--- src/rtl/pwm_fade_controller_pkg.sv ---
// Shared definitions for the PWM duty fade controller.
//   fade_state_t    : controller state encoding (IDLE=0, UP=1, DOWN=2)
//   PRESCALE_W_DEF  : default prescaler width
//   eff_step()      : effective step size (a programmed step of 0 behaves as 1)
package pwm_fade_controller_pkg;

   localparam int PRESCALE_W_DEF = 8;

   typedef enum logic [1:0] {
      ST_IDLE = 2'd0,
      ST_UP   = 2'd1,
      ST_DOWN = 2'd2
   } fade_state_t;

   function automatic logic [8:0] eff_step(input logic [7:0] step);
      return (step == 8'd0) ? 9'd1 : {1'b0, step};
   endfunction

endpackage

--- src/rtl/pwm_fade_controller_tick_gen.sv ---
// fade_tick_gen: prescaler plus rate divider producing the fade step strobe.
//   clk        : system clock
//   rst_n      : asynchronous active-low reset
//   clr        : synchronous clear of both counters (held while idle / on retarget)
//   rate_div   : step period = (rate_div+1) * 2**PRESCALE_W cycles, read live
//   step_tick  : one-cycle strobe on the prescaler wrap that ends a step period
module fade_tick_gen
   import pwm_fade_controller_pkg::*;
#(
   parameter int PRESCALE_W = PRESCALE_W_DEF
) (
   input  logic       clk,
   input  logic       rst_n,
   input  logic       clr,
   input  logic [7:0] rate_div,
   output logic       step_tick
);

   logic [PRESCALE_W-1:0] pre_cnt;
   logic [7:0]            div_cnt;
   logic                  pre_wrap;

   assign pre_wrap = &pre_cnt;

   // >= rather than == so that lowering rate_div below the running divider
   // count ends the period at once instead of waiting for an 8-bit wrap.
   assign step_tick = pre_wrap && (div_cnt >= rate_div);

   always_ff @(posedge clk or negedge rst_n) begin
      if (!rst_n) begin
         pre_cnt <= '0;
         div_cnt <= '0;
      end else if (clr) begin
         pre_cnt <= '0;
         div_cnt <= '0;
      end else begin
         pre_cnt <= pre_cnt + 1'b1;
         if (pre_wrap) begin
            div_cnt <= step_tick ? 8'd0 : div_cnt + 8'd1;
         end
      end
   end

endmodule

--- src/rtl/pwm_fade_controller.sv ---
// pwm_fade_controller: ramps the live PWM duty toward an SPI-written target.
//   clk          : system clock
//   rst_n        : asynchronous active-low reset
//   target_duty  : requested duty, captured on target_wr
//   target_wr    : one-cycle write strobe for target_duty
//   fade_en      : 1 = ramp in steps, 0 = apply target immediately
//   rate_div     : step period divider, (rate_div+1) * 2**PRESCALE_W cycles
//   step_size    : duty change per step (0 behaves as 1)
//   duty_out     : live duty to the PWM peripheral
//   busy         : high while ramping (UP or DOWN)
//   done         : one-cycle pulse when duty_out reaches the target
//
// state | meaning
// ------+-----------------------------------------------------------
// IDLE  | duty_out stable, tick counters held cleared
// UP    | duty_out below target_reg, increments on each step_tick
// DOWN  | duty_out above target_reg, decrements on each step_tick
module pwm_fade_controller
   import pwm_fade_controller_pkg::*;
#(
   parameter int PRESCALE_W = PRESCALE_W_DEF
) (
   input  logic       clk,
   input  logic       rst_n,
   input  logic [7:0] target_duty,
   input  logic       target_wr,
   input  logic       fade_en,
   input  logic [7:0] rate_div,
   input  logic [7:0] step_size,
   output logic [7:0] duty_out,
   output logic       busy,
   output logic       done
);

   fade_state_t state;
   logic [7:0]  target_reg;
   logic        step_tick;
   logic        tick_clr;
   logic [8:0]  step_eff;
   logic [8:0]  gap;

   // A write restarts the step period, so the write always wins over a
   // coincident step_tick.
   assign tick_clr = target_wr || (state == ST_IDLE);

   fade_tick_gen #(
      .PRESCALE_W (PRESCALE_W)
   ) u_tick_gen (
      .clk       (clk),
      .rst_n     (rst_n),
      .clr       (tick_clr),
      .rate_div  (rate_div),
      .step_tick (step_tick)
   );

   // Remaining distance in 9 bits; always non-negative in the state that uses it.
   always_comb begin
      step_eff = eff_step(step_size);
      gap      = 9'd0;
      if (state == ST_DOWN) begin
         gap = {1'b0, duty_out} - {1'b0, target_reg};
      end else begin
         gap = {1'b0, target_reg} - {1'b0, duty_out};
      end
   end

   always_ff @(posedge clk or negedge rst_n) begin
      if (!rst_n) begin
         state      <= ST_IDLE;
         duty_out   <= 8'd0;
         target_reg <= 8'd0;
         busy       <= 1'b0;
         done       <= 1'b0;
      end else begin
         done <= 1'b0;
         if (target_wr) begin
            target_reg <= target_duty;
            if (!fade_en || (target_duty == duty_out)) begin
               duty_out <= target_duty;
               done     <= 1'b1;
               state    <= ST_IDLE;
               busy     <= 1'b0;
            end else if (target_duty > duty_out) begin
               state <= ST_UP;
               busy  <= 1'b1;
            end else begin
               state <= ST_DOWN;
               busy  <= 1'b1;
            end
         end else if ((state != ST_IDLE) && !fade_en) begin
            duty_out <= target_reg;
            done     <= 1'b1;
            state    <= ST_IDLE;
            busy     <= 1'b0;
         end else if (step_tick && (state != ST_IDLE)) begin
            if (gap <= step_eff) begin
               duty_out <= target_reg;
               done     <= 1'b1;
               state    <= ST_IDLE;
               busy     <= 1'b0;
            end else if (state == ST_UP) begin
               duty_out <= duty_out + step_eff[7:0];
            end else begin
               duty_out <= duty_out - step_eff[7:0];
            end
         end
      end
   end

endmodule

--- config.mk ---
export PLATFORM = sky130hd
export DESIGN_NAME = pwm_fade_controller
export DESIGN_NICKNAME = d
export VERILOG_FILES = /design/src/rtl/pwm_fade_controller_pkg.sv /design/src/rtl/pwm_fade_controller_tick_gen.sv /design/src/rtl/pwm_fade_controller.sv
export SDC_FILE = /design/constraint.sdc
export NUM_CORES = 1
export LEC_CHECK = 0
export BUFFER_PORTS_ARGS = -buffer_cell sky130_fd_sc_hd__buf_2
export CAP_MARGIN = 15
export CORE_ASPECT_RATIO = 1.5
export CORE_MARGIN = 8
export CORE_UTILIZATION = 32
export DETAILED_ROUTE_END_ITERATION = 12
export HOLD_SLACK_MARGIN = 0.06
export PLACE_DENSITY = 0.49
export SYNTH_ARGS = -nofsm -noshare
export SYNTH_HDL_FRONTEND = slang
export SYNTH_HIERARCHICAL = 1
export SYNTH_SLANG_ARGS = --single-unit
--- constraint.sdc ---
create_clock -name clk -period 4 [get_ports clk]
set_input_delay 0.4 -clock clk [delete_from_list [all_inputs] [get_ports clk]]
set_output_delay 0.4 -clock clk [all_outputs]
set_load 0.01 [all_outputs]
# Yosys cells after proc, flatten, opt, wreduce, memory -nomap -nowiden
# Index checks and enable logic that the tools add are counted.
# word_totals
reg_bits	36
inputBits	28
output_inout_bits	10
wordCells	63
# op_classes
add_sub_neg	6
order_cmp	3
n_eq_ne	4
muxes	28
reduce_logical	15
# op_table
op	count
8-bit two-way mux	11
8-bit by 8-bit subtractor with 9-bit output	2
8-bit by 1-bit adder with 8-bit output (second input constant)	2
2-bit two-way mux	6
1-bit two-way mux	10
9-bit by 8-bit <= comparator with 1-bit output	1
9-bit two-way mux	1
8-bit adder	1
8-bit equality test	1
8-bit greater-or-equal comparator	1
8-bit greater-than comparator	1
8-bit logical NOT	1
8-bit AND reduction	1
8-bit subtractor	1
3-bit nonzero test	2
2-bit AND reduction	2
2-bit nonzero test	2
1-bit logical AND	3
2-bit by 1-bit equality test with 1-bit output (second input constant)	1
2-bit equality test (second input constant)	1
2-bit logical NOT	1
1-bit logical OR	2
2-bit by 1-bit inequality test with 1-bit output (second input constant)	1
1-bit logical NOT	1

# Longest topological paths before layout
# depth
word_depth	8
ltp_mapped	16
ltp_nobuf	16

# By module
# The synthesis kept the hierarchy.
# modules_own_cells
mod	n_inst	cells_per_inst	area_each_um2	seq_area_each_um2
pwm_fade_controller	1	300	2511.2	500.5
fade_tick_gen	1	109	1046.0	400.4

# Worst setup path after synthesis
# OpenSTA, ideal clock, no wires.
# synth_timing
path_kind	register to register
startpoint	register duty_out[1]
endpoint	register duty_out[3]
setup_time_ps	91
arrival_time_ps	3282
required_ps	3909
slack_ps	626
stages_incl_launch_ff	15
path_buffers	0
synth_period_minus_slack_ps	3374
cell_sequence	dfrtp_1 inv_1 ha_1 nor2b_1 o21ai_0 nand2b_1 a221oi_1 nor2_1 xnor2_1 ha_1 or3_1 a211oi_2 o22ai_2 o31a_1 o221ai_1
# synth_between
elab_chain_len	7
word_cells_on_any_way	15
cone_classes	add/sub: 4; order compare: 1; eq/ne: 2; mux: 6; reduce/logical: 2
# synth_rtl
element	line	text
start, declared	pwm_fade_controller.sv:30	output logic [7:0] duty_out,
start signal, assigned	pwm_fade_controller.sv:79	duty_out <= target_duty;
start signal, assigned	pwm_fade_controller.sv:91	duty_out <= target_reg;
start signal, assigned	pwm_fade_controller.sv:97	duty_out <= target_reg;
8-bit by 8-bit subtractor with 9-bit output, on equally long branches	pwm_fade_controller.sv:63, pwm_fade_controller.sv:61	
9-bit two-way mux	pwm_fade_controller.sv:60	if (state == ST_DOWN) begin
9-bit by 8-bit <= comparator with 1-bit output	pwm_fade_controller.sv:96	if (gap <= step_eff) begin
8-bit two-way mux	pwm_fade_controller.sv:96	
8-bit two-way mux	pwm_fade_controller.sv:95	end else if (step_tick && (state != ST_IDLE)) begin
8-bit two-way mux	pwm_fade_controller.sv:90	end else if ((state != ST_IDLE) && !fade_en) begin
8-bit two-way mux	pwm_fade_controller.sv:76	if (target_wr) begin
# Several ways; a longest one is shown, not always the timed one. The select of a mux whose other input is x is not followed.
# A chain may end at the register's enable or synchronous reset.

# Worst setup path after layout
# layout_timing
startpoint	register duty_out[2]
endpoint	register duty_out[3]
# The elaborated chain is that of the path after synthesis.

==> metrics.csv <==
stage,metric,value,unit
setup_path,crit-path max FO,5,
flow_run,max cap viols,0,
synthesis,syn_area_per_cell,8.70,um2
synthesis,Synth area leader,dfrtp_1,
final_layout,layout filler cell count,1184,
floorplan,die height,145,um
outcome,status,finished clean,
grt,GRT Residual Overflow,0,
clock_network,htree depth,2,
grt,pin count of the biggest net entering global routing,37,
timing,Tightest Pin Transition,0.882,ns
setup_path,reg2reg setup slack,0.35,ns
timing,FMAX,0.274,GHz
timing,worst hold slack,0.231,ns
routing,DRC Markers,0,
clock_network,clock transition at the registers of the reported paths,0.06,ns
routing,Via density,5.22,
timing,unrepaired setup endpoints after global routing,no,
synthesis,Synth top area share,25.3,%
grt,initial antenna violation count,0,
timing,"Slew Viols, Final",0,
setup_path,CP Data Required Time,4.20,ns
setup_path,crit path DAT,3.84,ns
grt,vias in the first global route,3327,
synthesis,number of synthesized register bits,36,
floorplan,DIE AREA,0.0148,mm2
floorplan,row cnt,47,
timing,Final Hold Vio Count,0,
power,Power Density,688,mW/mm2
setup_path,Reg-to-Reg Start,duty_out[2],
floorplan,Starting Density,32.5,%
clock_network,clk buf depth,2,
setup_path,kind of critical path,reg2reg,
clock_network,Worst-Skew Late Latency,0.29,ns
timing,"Min Clock Period, post-route",3.65,ns
synthesis,sequential share of the synthesized area,25.3,%
final_layout,Synth-to-Final Area Change,15.2,%
setup_path,Worst setup endpoint,duty_out[3],
power,Peak VDD IR,0.238,mV
placement,GP Congestion,0.793,
final_layout,ant diodes,0,
placement,PortBufs,37,
clock_network,Post-CTS Hold Buffers,0,
setup_path,crit end category,register,
clock_network,CTS Sinks,36,
synthesis,Gate Count Post-Synth,409,
setup_path,Worst R2R Path Depth,14,
clock_network,clk root buf,clkbuf_16,
timing,relative slew slack,41.2,%
routing,Routed WL per cell,16.8,um
synthesis,Synth cell types,67,
timing,final setup vio count,0,
placement,DP HPWL,8220,um
grt,first-pass GRT wire length,16600,um
routing,total vias in the final route,3131,
routing,1st-pass router iterations,4,
power,Pwr Total,2.82,mW
setup_path,Setup crit start,duty_out[2],
setup_path,Worst R2R End,duty_out[3],
routing,antenna-violating nets left,0,
final_layout,share of cells above drive strength 1,15.9,%
timing,clk_skew,0.00592,ns
synthesis,Synth Cell Area,0.00356,mm2
timing,sum of negative setup slack,0,ns
power,LEAKAGE,1.92,nW
timing,"Period Utilization, post-route",91.2,%
clock_network,Num CTS Buffers,5,
synthesis,Main synth FF type,dfrtp_1,
grt,gr usage total,14.3,%
final_layout,final net count,536,
synthesis,post-synth net total,493,
routing,DRT Wirelength,10100,um
worst_hold_path,Worst Hold Class,in2async,
floorplan,CORE AREA,0.0109,mm2
synthesis,Post-synth EDFFs,0,
setup_path,CP startpoint kind,register,
floorplan,I/O pin total,38,
synthesis,top area cells in the synthesized netlist,"dfrtp_1 (25%), ha_1 (19%), inv_1 (4.9%), o21ai_0 (3.5%), xnor2_1 (3.0%)",
clock_network,CTS tree,done,
floorplan,die width,102,um
routing,DR iter-0 viols,77,
synthesis,"Async S/R FF share, synth",100,%
synthesis,Synth Warn #,6,
layout make-up:
| type | count | area, um2 | area share [%] |
|---|---|---|---|
| sequential | 36 | 903 | 22.0 |
| timing repair buffer | 44 | 238 | 5.80 |
| clock buffer | 6 | 139 | 3.39 |
| inverter | 46 | 173 | 4.21 |
| multi-input combinational | 319 | 2450 | 59.8 |
| clock inverter | 2 | 10.0 | 0.244 |
| tap | 147 | 184 | 4.49 |
logic make-up after synthesis:
logic type               count (synthesis)  synth area share, %
XOR/XNOR                                18                 4.43
buffers and inverters                   54                 5.84
multiplexers                             7                 2.00
adder cells (fa/ha/maj)                 56                 20.3
AND/OR/NAND/NOR                        127                 19.3
flip-flops                              36                 25.3
AO/OA/AOI/OAI                          111                 22.8
per-layer routing:
layer	track usage, %	vias to the layer above	wire, um
met1	14.5	1504	3950
li1	-	1572	-
met4	5.83	0	248
met5	0	-	0
met3	2.20	13	303
met2	27.2	42	5580
power by group:
part	internal (mW)	switching (mW)	total [mW]
registers	0.436	0.0877	0.523
logic	0.796	1.09	1.89
clock network	0.246	0.161	0.406
total	1.48	1.34	2.82
synthesized netlist by cell type, types with 3 or more instances:
cell and instances:
xnor2_1 12, a221oi_1 3, a211oi_1 4, o211ai_1 5
mux2i_1 6, or3_1 8, nand2b_1 5, and3_1 7
xor2_1 6, o22ai_1 6, o221ai_1 7, o21ai_0 25
clkbuf_1 6, a31oi_1 6, o21a_1 4, a21oi_1 15
nand2_1 23, ha_1 53, nor3_1 6, nand3_1 14
nor2b_1 12, inv_1 46, fa_1 3, nor2_1 26
o21bai_1 4, nand3b_1 4, nand4_1 7, dfrtp_1 36
or2_2 3, a21o_1 3
timing repair:
item	4_1_cts	5_1_grt
gates resized for setup	0	3
endpoints found under the setup margin	0	10
setup buffers	0	1
cells in the final DEF (no fill, tap or decap), types with 6 or more instances in the layout:
| cell | Yosys | final |
|---|---|---|
| a21oi_1 | 15 | 15 |
| xnor2_1 | 12 | 12 |
| inv_1 | 46 | 46 |
| o221ai_1 | 7 | 7 |
| dfrtp_1 | 36 | 34 |
| o21ai_0 | 25 | 25 |
| or3_1 | 8 | 8 |
| buf_4 | 1 | 7 |
| nand4_1 | 7 | 7 |
| xor2_1 | 6 | 6 |
| o22ai_1 | 6 | 6 |
| a31oi_1 | 6 | 6 |
| nor2b_1 | 12 | 12 |
| nand2_1 | 23 | 23 |
| nand3_1 | 14 | 14 |
| ha_1 | 53 | 53 |
| nor2_1 | 26 | 26 |
| mux2i_1 | 6 | 6 |
| buf_2 | 1 | 37 |
| and3_1 | 7 | 7 |
| nor3_1 | 6 | 6 |
per-stage QoR:
| stage | worst slack [ns] | std cells | area (um2) | util, % |
|---|---|---|---|---|
| 6_report | 0.354 | 600 | 4100 | 37.5 |
| 5_1_grt | 0.00982 | 600 | 4100 | 37.5 |
| 4_1_cts | 0.214 | 599 | 4090 | 37.3 |
| 3_5_place_dp | 0.224 | 591 | 3940 | 36.0 |
| 3_3_place_gp | 0.304 | 591 | 3940 | 36.0 |
| 2_1_floorplan | 0.626 | 409 | 3560 | - |
worst min-delay path by stage:
| stage | to | slack, ns | startpoint | cells after the start |
|---|---|---|---|---|
| floorplan | busy | 0.10 | rst_n | 0 |
| global placement | u_tick_gen/pre_cnt[0] | 0.45 | u_tick_gen/pre_cnt[0] | 1 |
| detailed placement | u_tick_gen/pre_cnt[0] | 0.45 | u_tick_gen/pre_cnt[0] | 1 |
| CTS | state[1] | 0.27 | rst_n | 1 |
| global route | busy | 0.31 | rst_n | 1 |
| finish | state[1] | 0.23 | rst_n | 1 |
critical path: stages, from the launching register on:
cell and delay (ns):
dfrtp_2 0.44, inv_1 0.10, ha_1 0.35, nor2b_1 0.15, o21ai_0 0.19, nand3b_1 0.17, a32oi_1 0.24, o21ai_0 0.11
xor2_1 0.17, ha_1 0.19, or3_1 0.36, a211oi_2 0.29, o22ai_2 0.18, o31a_1 0.39, o221ai_1 0.21
Note: power is estimated with default switching activity, not from simulation.
